==> config.mk <==
export PLATFORM = sky130hd
export DESIGN_NAME = board_io_ctrl
export DESIGN_NICKNAME = d
export VERILOG_FILES = /design/src/rtl/board_io_pkg.sv /design/src/rtl/io_debounce.sv /design/src/rtl/board_io_ctrl.sv
export SDC_FILE = /design/constraint.sdc
export NUM_CORES = 1
export LEC_CHECK = 0
export ABC_AREA = 1
export BUFFER_PORTS_ARGS = -buffer_cell sky130_fd_sc_hd__buf_2
export CAP_MARGIN = 20
export CELL_PAD_IN_SITES_DETAIL_PLACEMENT = 1
export CELL_PAD_IN_SITES_GLOBAL_PLACEMENT = 2
export CORE_ASPECT_RATIO = 1.25
export CORE_MARGIN = 4
export CORE_UTILIZATION = 29
export CTS_CLUSTER_SIZE = 25
export DETAILED_ROUTE_END_ITERATION = 16
export PLACE_DENSITY_LB_ADDON = 0.1
export SLEW_MARGIN = 20
export SYNTH_ARGS = -nofsm -noshare
export SYNTH_HDL_FRONTEND = slang
export SYNTH_SLANG_ARGS = --single-unit
==> constraint.sdc <==
create_clock -name clk -period 1.1 [get_ports clk]
set_input_delay 0.055 -clock clk [delete_from_list [all_inputs] [get_ports clk]]
set_output_delay 0.055 -clock clk [all_outputs]
set_load 0.02 [all_outputs]
==> src/rtl/board_io_pkg.sv <==
// ============================================================================
// Module : board_io_pkg
// Brief  : Register map and bus constants shared by the board I/O peripheral.
// Rev    : 1.0  initial release
// ============================================================================
`default_nettype none

package board_io_pkg;

    localparam int BUS_DW = 32;

    // Byte offsets; the bus decodes addr[4:2] and ignores addr[1:0].
    localparam logic [4:0] REG_SW_STATE = 5'h00;
    localparam logic [4:0] REG_LED      = 5'h04;
    localparam logic [4:0] REG_PENDING  = 5'h08;
    localparam logic [4:0] REG_IRQ_EN   = 5'h0C;
    localparam logic [4:0] REG_PWM_DUTY = 5'h10;

    function automatic logic [4:0] word_offset(input logic [4:0] addr);
        return {addr[4:2], 2'b00};
    endfunction

endpackage

`default_nettype wire

==> src/rtl/io_debounce.sv <==
// ============================================================================
// Module : io_debounce
// Brief  : One switch bit: two-flop synchroniser followed by a hold-time
//          debounce counter. 'changed' pulses on the cycle stable updates.
// Rev    : 1.0  initial release
// ============================================================================
`default_nettype none

module io_debounce
    import board_io_pkg::*;
#(
    parameter int DEBOUNCE_CYCLES = 50000
) (
    input  logic clk,
    input  logic reset,
    input  logic pin,
    output logic stable,
    output logic changed
);

    localparam int             CNT_W    = (DEBOUNCE_CYCLES > 2) ? $clog2(DEBOUNCE_CYCLES) : 1;
    localparam logic [CNT_W-1:0] CNT_LAST = CNT_W'(DEBOUNCE_CYCLES - 1);

    logic             r_meta;
    logic             r_sync;
    logic             r_stable;
    logic [CNT_W-1:0] r_cnt;
    logic             w_accept;

    assign w_accept = (r_sync != r_stable) && (r_cnt == CNT_LAST);

    always_ff @(posedge clk or negedge reset) begin
        if (!reset) begin
            r_meta   <= 1'b0;
            r_sync   <= 1'b0;
            r_stable <= 1'b0;
            r_cnt    <= '0;
        end else begin
            r_meta <= pin;
            r_sync <= r_meta;
            if (r_sync == r_stable) begin
                r_cnt <= '0;
            end else if (w_accept) begin
                r_stable <= r_sync;
                r_cnt    <= '0;
            end else begin
                r_cnt <= r_cnt + 1'b1;
            end
        end
    end

    assign stable  = r_stable;
    assign changed = w_accept;

endmodule

`default_nettype wire

==> src/rtl/board_io_ctrl.sv <==
// ============================================================================
// Module : board_io_ctrl
// Brief  : Board I/O peripheral: debounced switches, LED register, edge
//          pending bits with level irq. Optional LED PWM via BOARD_IO_PWM_EN.
// Rev    : 1.0  initial release
// ============================================================================
`default_nettype none

module board_io_ctrl
    import board_io_pkg::*;
#(
    parameter int SW_WIDTH        = 4,
    parameter int LED_WIDTH       = 4,
    parameter int DEBOUNCE_CYCLES = 50000,
    parameter int PWM_WIDTH       = 8
) (
    input  logic                 clk,
    input  logic                 reset,
    input  logic [SW_WIDTH-1:0]  pin_switch,
    output logic [LED_WIDTH-1:0] pin_led,
    input  logic                 req_valid,
    output logic                 req_ready,
    input  logic                 req_we,
    input  logic [4:0]           req_addr,
    input  logic [BUS_DW-1:0]    req_wdata,
    output logic                 resp_valid,
    output logic [BUS_DW-1:0]    resp_rdata,
    output logic                 irq
);

    logic [SW_WIDTH-1:0]  w_stable;
    logic [SW_WIDTH-1:0]  w_changed;
    logic [LED_WIDTH-1:0] r_led;
    logic [SW_WIDTH-1:0]  r_pending;
    logic [SW_WIDTH-1:0]  r_irq_en;
    logic                 r_resp_valid;
    logic [BUS_DW-1:0]    r_resp_rdata;
    logic                 r_irq;

    logic                 w_accept;
    logic                 w_wr;
    logic [4:0]           w_off;
    logic [BUS_DW-1:0]    w_rdata;
    logic [SW_WIDTH-1:0]  w_w1c;
    logic                 w_unused;

    generate
        for (genvar i = 0; i < SW_WIDTH; i++) begin : g_sw
            io_debounce #(
                .DEBOUNCE_CYCLES (DEBOUNCE_CYCLES)
            ) u_deb (
                .clk     (clk),
                .reset   (reset),
                .pin     (pin_switch[i]),
                .stable  (w_stable[i]),
                .changed (w_changed[i])
            );
        end
    endgenerate

    assign req_ready = !r_resp_valid;
    assign w_accept  = req_valid && !r_resp_valid;
    assign w_wr      = w_accept && req_we;
    assign w_off     = word_offset(req_addr);
    assign w_w1c     = (w_wr && (w_off == REG_PENDING)) ? req_wdata[SW_WIDTH-1:0] : '0;
    assign w_unused  = ^{req_addr[1:0], req_wdata};

`ifdef BOARD_IO_PWM_EN
    logic [PWM_WIDTH-1:0] r_pwm_cnt;
    logic [PWM_WIDTH-1:0] r_duty;
    logic [LED_WIDTH-1:0] r_pin_led;

    always_ff @(posedge clk or negedge reset) begin
        if (!reset) begin
            r_pwm_cnt <= '0;
            r_duty    <= '1;
            r_pin_led <= '0;
        end else begin
            r_pwm_cnt <= r_pwm_cnt + 1'b1;
            if (w_wr && (w_off == REG_PWM_DUTY))
                r_duty <= req_wdata[PWM_WIDTH-1:0];
            r_pin_led <= r_led & {LED_WIDTH{r_pwm_cnt < r_duty}};
        end
    end

    assign pin_led = r_pin_led;
`else
    logic [PWM_WIDTH-1:0] w_unused_pwm;
    assign w_unused_pwm = '0;
    assign pin_led      = r_led;
`endif

    always_comb begin
        w_rdata = '0;
        case (w_off)
            REG_SW_STATE: w_rdata[SW_WIDTH-1:0]  = w_stable;
            REG_LED:      w_rdata[LED_WIDTH-1:0] = r_led;
            REG_PENDING:  w_rdata[SW_WIDTH-1:0]  = r_pending;
            REG_IRQ_EN:   w_rdata[SW_WIDTH-1:0]  = r_irq_en;
`ifdef BOARD_IO_PWM_EN
            REG_PWM_DUTY: w_rdata[PWM_WIDTH-1:0] = r_duty;
`endif
            default:      w_rdata = '0;
        endcase
    end

    // A new edge on a bit overrides a simultaneous write-one-to-clear.
    always_ff @(posedge clk or negedge reset) begin
        if (!reset) begin
            r_led        <= '0;
            r_pending    <= '0;
            r_irq_en     <= '0;
            r_resp_valid <= 1'b0;
            r_resp_rdata <= '0;
            r_irq        <= 1'b0;
        end else begin
            r_pending <= (r_pending & ~w_w1c) | w_changed;
            r_irq     <= |(r_pending & r_irq_en);
            if (w_wr && (w_off == REG_LED))
                r_led <= req_wdata[LED_WIDTH-1:0];
            if (w_wr && (w_off == REG_IRQ_EN))
                r_irq_en <= req_wdata[SW_WIDTH-1:0];
            r_resp_valid <= w_accept;
            r_resp_rdata <= (w_accept && !req_we) ? w_rdata : '0;
        end
    end

    assign resp_valid = r_resp_valid;
    assign resp_rdata = r_resp_rdata;
    assign irq        = r_irq;

endmodule

`default_nettype wire

# Word-level counts from Yosys, hierarchy flattened
# Index checks and enable logic that the tools add are counted.
dict set report classes {
  reduce_logical 18
  eq_ne 15
  n_addsub 4
  bitwise_logic 8
  mux 11
}
# cell n
set ops {}
lappend ops {{$mux 16} 8}
lappend ops {{$add 16x1->16 const B} 4}
lappend ops {{$eq 16x16->1 const B} 4}
lappend ops {{$pmux 4 s4} 1}
lappend ops {{$logic_and 1x1->1} 10}
lappend ops {{$and 4x4->4} 2}
lappend ops {{$mux 4} 2}
lappend ops {{$reduce_and 2->1} 4}
lappend ops {{$eq 3x2->1 const B} 2}
lappend ops {{$logic_not 5->1} 1}
lappend ops {{$eq 1x1->1} 4}
lappend ops {{$ne 1x1->1} 4}
lappend ops {{$not 1->1} 4}
lappend ops {{$not 4->4} 1}
lappend ops {{$or 4x4->4} 1}
lappend ops {{$reduce_or 4->1} 1}
lappend ops {{$eq 3x1->1 const B} 1}
lappend ops {{$logic_not 1->1} 2}
dict set report word_totals {
  word_cells 78
  reg_bits 94
  input_bits 45
  output_inout_bits 39
}

# Depth between registers and ports, before layout
# Gate-level depths: netlist of run 1.
dict set report logic_depth {
  ltp_word 8
  mapped_depth 8
  depth_no_buf 8
}

# Modules after synthesis
# Synthesis of run 1 repeated with hierarchy kept, for this count alone.
dict set report hier_totals {
  hier_cells 670
  area_unflattened_um2 5277.6
}
# module instances cells_each area_per_inst_um2 seq_area_each_um2
set modules_own_cells {}
lappend modules_own_cells {io_debounce 4 132 1034.7 475.5}
lappend modules_own_cells {board_io_ctrl 1 142 1138.6 450.4}

# Worst setup path after synthesis of run 1
# Ideal clock, no wire load.
dict set report synth_path {
  path_type {register to register}
  startpoint {reg r_resp_valid (netlist: resp_valid)}
  endpoint {reg r_pending[2]}
  arrival_ns 1.182
  path_slack_ns -0.208
  setup_time_ns 0.125
  path_stages_with_launch 7
  path_cell_list {dfrtp_1 > inv_1 > nand2_1 > nor2_1 > nand2_1 > o21ai_0 > o21ai_1}
}
dict set report synth_between {
  elab_chain_cells 8
}
# element line
set synth_lines {}
lappend synth_lines {{from (decl)} board_io_ctrl.sv:36} ;# logic r_resp_valid;
lappend synth_lines {{from (signal assigned)} board_io_ctrl.sv:123} ;# r_resp_valid <= w_accept;
lappend synth_lines {{$logic_not 1->1} n/a}
lappend synth_lines {{named net req_ready} board_io_ctrl.sv:22} ;# output logic req_ready,
lappend synth_lines {{$logic_and 1x1->1} board_io_ctrl.sv:62} ;# assign w_accept = req_valid && !r_resp_valid;
lappend synth_lines {{$logic_and 1x1->1} board_io_ctrl.sv:63} ;# assign w_wr = w_accept && req_we;
lappend synth_lines {{$logic_and 1x1->1} board_io_ctrl.sv:65} ;# assign w_w1c = (w_wr && (w_off == REG_PENDING)) ? req_wdata[SW_WIDTH-1:0] : '0;
lappend synth_lines {{$mux 4} board_io_ctrl.sv:65}
lappend synth_lines {{$not 4->4} board_io_ctrl.sv:117} ;# r_pending <= (r_pending & ~w_w1c) | w_changed;
lappend synth_lines {{$and 4x4->4} board_io_ctrl.sv:117}
lappend synth_lines {{$or 4x4->4} board_io_ctrl.sv:117}
lappend synth_lines {{to (signal assigned)} board_io_ctrl.sv:117}
lappend synth_lines {{to (decl)} board_io_ctrl.sv:34} ;# logic [SW_WIDTH-1:0] r_pending;
# The timed path passes the listed nets, and every way through them passes these cells.
# A chain may end at the register's enable or synchronous reset.

# Final worst setup path of run 1
dict set report layout_path {
  startpoint {reg g_sw[3].u_deb.r_cnt[1]}
  endpoint {reg g_sw[3].u_deb.r_cnt[4]}
}
dict set report layout_between {
  elab_chain_cells 4
  word_cells_on_any_way 5
  cone_classes {add/sub (1); eq/ne (1); mux (2); reduce/logical (1)}
}
# element line
set layout_lines {}
lappend layout_lines {{from (decl)} io_debounce.sv:27} ;# logic [CNT_W-1:0] r_cnt;
lappend layout_lines {{from (signal assigned)} io_debounce.sv:47} ;# r_cnt <= r_cnt + 1'b1;
lappend layout_lines {{branches (longest 2 deep; another with $add 16x1->16)} n/a}
lappend layout_lines {{$mux 16 (*)} io_debounce.sv:43} ;# end else if (w_accept) begin
lappend layout_lines {{$mux 16 (*)} io_debounce.sv:41} ;# if (r_sync == r_stable) begin
# Mark *: on every way between the ends.

==> flow_summary.ini, run 1 <==
[run_status]
outcome = finished with violations
violations = setup timing

[drt]
wl_met1_um = 6300
wirelength_um = 15700
wl_per_cell_um = 14.2
wl_met2_um = 8700
wl_met3_um = 367
viasPerCell = 4.49
ant_nets = 0
first_pass_iters = 4
vias = 4944
dr.first_iter.drc_count = 83
route.detailed.drc = 0
top_layer = met5

[worst_hold_path]
min_path_type = in -> reg

[critical_path]
critPathRequiredTime_ns = 1.35
cp.arrival_ns = 1.53
path_cells = ha_4, nand2_4, nor2_4, buf_4, or2_4, nand3_2, inv_1
cp-end-kind = register
cp_slowest_cell = dfrtp_1
path_class = reg -> reg
cpPeakStageDelay_ns = 0.41
crit_path_start_kind = register
crit_fanout = 4

[clock_network]
clockRootBuffer = clkbuf_16
cts_max_path_buffers = 2
numCtsBuffers = 9
clkSlewWorstSetupHoldPaths_ns = 0.07
cts_sinks = 94
tritoncts = done
htreeDepth = 3
clk_latency_ns = 0.35

[place]
dp.final_hpwl_um = 11500
place_ws_ns = -0.258
postPlaceCellArea_mm2 = 0.00657
place_congestion = 0.782
port_buffers = 25

[floorplanning]
fp.dieW_um = 128
row_count = 54
initial_utilization = 0.296
die-area_mm2 = 0.0202
die_y_um = 158
io_pins = 84
core_region_area_mm2 = 0.0176

[timing]
layout_setup_ws_ns = -0.188
fmax_mhz = 776
rsz0062_at_grt = yes
clock_skew_ns = 0.00951
maxSlewViolCount = 0
min_period_over_period = 1.17
fin_tns_setup_ns = -8.18
timing.final.setup_violations = 72
finalHoldViolations = 0
post-route-min-period_ns = 1.29

[run]
maxCapViolCount = 0

[logic_synthesis]
synth_area_mm2 = 0.00520
synthFlopType = dfrtp_1
synth-seq-cells = 94
async_reset_ff_frac = 1.00
yosysMostFrequentCell = nand2_1
ys_warn_count = 0
yosysTopAreaCell = dfrtp_1
yosysTopAreaCellShare = 0.452
ys_types = 34
ys_seq_area_frac = 0.452
synth_edf_count = 0
syn_inst = 680
syn_avg_cell_area_um2 = 7.65
synth.top_cells.by_count = nand2_1, nor2_1, dfrtp_1
synth.area.top_cells = dfrtp_1, nand2_1, nor2_1

[power]
powerDensity_mw_per_mm2 = 992
irDropWorstVdd_mv = 0.634
p_leak_nw = 3.79

[grt]
grt_max_degree = 42
gr-total-overflow = 0
grt_pass1_vias = 5367
grt_usage = 0.161
grt_pass1_wl_um = 26000
antenna_found_initial = 1

[layout]
area_growth_syn_to_layout_pct = 52.6
layout-drive-gt1-share = 0.465
finalNetCount = 922
final_cell_area_mm2 = 0.00794
antenna_cells = 0
## per-stage QoR
step	utilization	hold slack, ns	cells	total power, mW
after global placement	0.374	-0.0332	1046	4.66
after detailed placement	0.374	-0.0356	1046	4.68
after floorplan	-	-0.241	707	4.34
final	0.452	0.132	1102	7.88
after CTS	0.425	0.123	1087	7.94
after global routing	0.452	0.141	1102	8.34
## placed cells by master (no fill, tap or decap), drive strengths merged, types with 4 or more instances in the layout
cell / count
a21oi: 9
buf: 173
clkbuf: 13
conb: 28
dfrtp: 94
dlygate4sd3: 10
ha: 4
inv: 91
nand2: 186
nand3: 54
nand4: 11
nor2: 133
o21ai: 31
o21bai: 8
xnor2: 4
xor2: 15
## layout make-up
| cell class | instances | area [um^2] |
|---|---|---|
| clock buffers | 13 | 260 |
| fillers | 2108 | 9630 |
| multi-input cells | 494 | 3210 |
| flip-flops and latches | 94 | 2360 |
| inverters | 91 | 362 |
| repair buffers | 183 | 1440 |
| clock inverters | 3 | 18.8 |
| well taps | 224 | 280 |
## routing by layer
metal,up-vias,track usage
met2,41,0.302
met5,-,0
met4,2,0.0536
li1,2439,-
met1,2441,0.183
met3,21,0.0290
## flip-flops by register name (all words and copies together) (netlist names)
register and flops:
g_sw.u_deb.stable 4, r_pending 4, pin_led 4, g_sw.u_deb.r_meta 4
resp_rdata 4, r_irq_en 4, g_sw.u_deb.r_cnt 64, resp_valid 1
irq 1, g_sw.u_deb.r_sync 4
## final timing paths
| kind | startpoint | end | slack [ns] | cells after the start |
|---|---|---|---|---|
| max | g_sw[3].u_deb.r_cnt[1]$_DFF_PN0_ | g_sw[3].u_deb.r_cnt[4]$_DFF_PN0_ | -0.19 | 7 |
| min | req_we | resp_rdata[1]$_DFF_PN0_ | 0.13 | 4 |
| max reg2reg | g_sw[3].u_deb.r_cnt[1]$_DFF_PN0_ | g_sw[3].u_deb.r_cnt[4]$_DFF_PN0_ | -0.19 | 7 |
| min reg2reg | g_sw[3].u_deb.r_meta$_DFF_PN0_ | g_sw[3].u_deb.r_sync$_DFF_PN0_ | 0.35 | 0 |
| max in group asynchronous | reset | g_sw[0].u_deb.r_cnt[2]$_DFF_PN0_ | 0.42 | 3 |
| min in group asynchronous | reset | g_sw[1].u_deb.r_cnt[12]$_DFF_PN0_ | 0.14 | 2 |
## repair_timing
item	CTS	global route
hold endpoints to repair	106	0
resized for setup	103	111
setup endpoints to repair	76	80
gates cloned	1	0
pin swaps	44	55
setup buffers	14	16
hold buffers	10	0
## cells by family after synthesis
kind of cell | count (synthesis) | share of synthesized area
compound gates | 51 | 0.0563
xor+xnor | 19 | 0.0320
fa+ha+maj | 4 | 0.00962
buf+inv | 120 | 0.107
flops | 94 | 0.452
other cells | 1 | 0.000721
simple gates | 391 | 0.342
## where the power goes
part           total [mW]  switching, mW  internal (mW)
logic                1.04          0.645          0.390
registers            3.79          0.161           3.63
clock network        3.05           1.39           1.66
## worst max-delay path: cells and delay by family, from the launching register on
kind	cells	cell delay, ns
flops	1	0.41
buf+inv	2	0.17
simple gates	4	0.42
fa+ha+maj	1	0.19
(Power assumes the default switching activity.)
==> inputs of run 2 (changes only) <==
--- a/config.mk
+++ b/config.mk
@@ -16,6 +16,7 @@
 export CTS_CLUSTER_SIZE = 25
 export DETAILED_ROUTE_END_ITERATION = 16
 export PLACE_DENSITY_LB_ADDON = 0.1
+export SETUP_SLACK_MARGIN = 0.2
 export SLEW_MARGIN = 20
 export SYNTH_ARGS = -nofsm -noshare
 export SYNTH_HDL_FRONTEND = slang
==> run 2 against run 1 <==
Against the previous run:
- utilization is 1.7 points higher
- die area stayed put
- largest power group unchanged
- critical endpoint unchanged
- clock power is 12% higher
- via count is 1.1% higher
- highest routed layer unchanged
- flip-flop and latch count stayed put
- sequential power hardly changed
- clock skew is 0.0011 ns lower
- first-iteration DRC count is 20% higher
- hold slack worse by 0.14 ns
- global-route usage is 0.12 points higher
- the run ends with hold timing, setup timing left
==> flow_summary.ini, run 2 (synthesized netlist as in run 1, its figures left out) <==
[critical_path]
cp_top_family = simple AND/OR/NAND/NOR gates
cp.arrival_ns = 1.56
path_buf_inv = 2
path_cells = ha_4, nand2_2, nor2_4, buf_4, or2_4, nand3_2, inv_1
path_class = reg -> reg
cp_slowest_cell = dfrtp_1
cp.depth = 7
critPathRequiredTime_ns = 1.34
rr_worst_depth = 7
crit_fanout = 4
cpPeakStageDelay_ns = 0.42
crit_path_start_kind = register
cp-end-kind = register

[grt]
gr-total-overflow = 0
grt_pass1_vias = 5483
grt_usage = 0.162
grt_pass1_wl_um = 26200
grt_max_degree = 45
antenna_found_initial = 1

[place]
place_congestion = 0.780
dpl.cell_count = 1046
dp.final_hpwl_um = 11200
port_buffers = 25
place_ws_ns = -0.255

[clock_network]
cts_sinks = 94
cts_max_path_buffers = 2
htreeDepth = 3
holdBufCountCts = 9
clockRootBuffer = clkbuf_16
clk_latency_ns = 0.35
numCtsBuffers = 9
tritoncts = done
clkSlewWorstSetupHoldPaths_ns = 0.07

[timing]
clock_skew_ns = 0.00845
timing.hold.ws_ns = -0.0120
layout_setup_ws_ns = -0.222
maxSlewViolCount = 0
rsz0062_at_grt = yes
fmax_mhz = 756
finalHoldViolations = 1
fin_tns_setup_ns = -10.12
post-route-min-period_ns = 1.32
timing.final.setup_violations = 75
min_period_over_period = 1.20

[floorplanning]
io_pins = 84
core_region_area_mm2 = 0.0176
die_y_um = 158
die-area_mm2 = 0.0202
fp.dieW_um = 128
row_count = 54
initial_utilization = 0.296

[layout]
largest_register_ffs = 64
fillers = 2088
regMostFlops = g_sw.u_deb.r_cnt
area_growth_syn_to_layout_pct = 58.5
layout-drive-gt1-share = 0.481
finalNetCount = 935
final_cell_mix = nand2_1, buf_4, dfrtp_1
antenna_cells = 0
final_common_cell = nand2_1
final_cells = 1115

[drt]
dr.first_iter.drc_count = 100
first_pass_iters = 4
viasPerCell = 4.48
route.detailed.drc = 0
ant_nets = 0
wirelength_um = 15800
vias = 4996
wl_per_cell_um = 14.2

[power]
total_power_mw = 8.51
powerDensity_mw_per_mm2 = 1030
irDropWorstVdd_mv = 0.781
p_leak_nw = 3.92

[run_status]
outcome = finished with violations
violations = hold timing, setup timing

[run]
maxCapViolCount = 0

[worst_hold_path]
min_path_type = in -> reg
hold_depth = 3
-- run 2: changes by cell type in the layout (fill, tap and decap cells not counted), sizes merged --
cell	change
buf	+14
bufinv	+2
clkbuf	-1
dlygate4sd3	-1
inv	-1
-- run 2: report_power, final --
part	leakage [nW]	switching (mW)	internal (mW)	total (mW)
registers	1.24	0.179	3.63	3.81
clock network	0.157	1.38	2.05	3.43
logic	2.52	0.687	0.582	1.27
total	3.92	2.25	6.27	8.51
-- run 2: routing by layer --
layer	vias up	global-route usage	part of all wire
met5	-	0	0.00082
met4	2	0.0445	0.012
met3	15	0.0304	0.024
met2	44	0.310	0.55
met1	2464	0.183	0.41
li1	2471	-	-
-- run 2: area by class of cell --
| cell class | instances | area (um^2) | share of cell area |
|---|---|---|---|
| clock buffer | 12 | 246 | 0.0299 |
| sequential | 94 | 2370 | 0.287 |
| multi-input combinational | 494 | 3230 | 0.392 |
| clock inverter | 4 | 70.1 | 0.00850 |
| tap | 224 | 280 | 0.0340 |
| timing repair buffer | 196 | 1690 | 0.205 |
| inverter | 91 | 364 | 0.0442 |
-- run 2: repair_timing --
| action | 4_1_cts | 5_1_grt |
|---|---|---|
| gates resized for setup | 179 | 78 |
| endpoints found under the setup margin | 95 | 95 |
| cloned | 1 | 0 |
| buffers inserted | 27 | 16 |
| pin swaps | 74 | 50 |
| endpoints found under the hold margin | 106 | 1 |
-- run 2: path summary, 6_finish.rpt --
| kind | startpoint | slack (ns) | endpoint |
|---|---|---|---|
| setup / recovery | g_sw[3].u_deb.r_cnt[1]$_DFF_PN0_ | -0.22 | g_sw[3].u_deb.r_cnt[4]$_DFF_PN0_ |
| min in group asynchronous | reset | 0.04 | g_sw[1].u_deb.r_cnt[11]$_DFF_PN0_ |
| hold / removal | req_valid | -0.01 | resp_valid$_DFF_PN0_ |
| setup reg to reg | g_sw[3].u_deb.r_cnt[1]$_DFF_PN0_ | -0.22 | g_sw[3].u_deb.r_cnt[4]$_DFF_PN0_ |
| hold reg to reg | g_sw[0].u_deb.r_meta$_DFF_PN0_ | 0.35 | g_sw[0].u_deb.r_sync$_DFF_PN0_ |
| max in group asynchronous | reset | 0.48 | g_sw[3].u_deb.r_cnt[4]$_DFF_PN0_ |
-- run 2: worst min-delay path, stage by stage --
cell     delay [ns]
buf_2          0.10
nand2_4        0.08
inv_2          0.07
-- run 2: per-stage QoR --
| stage | hold WS (ns) | utilization | instance area (um^2) |
|---|---|---|---|
| final | -0.0120 | 0.469 | 8250 |
| after floorplan | -0.241 | - | 5510 |
| after global placement | -0.126 | 0.376 | 6600 |
| after detailed placement | -0.125 | 0.376 | 6600 |
| after CTS | -0.0288 | 0.448 | 7870 |
| after global routing | -0.00990 | 0.469 | 8250 |
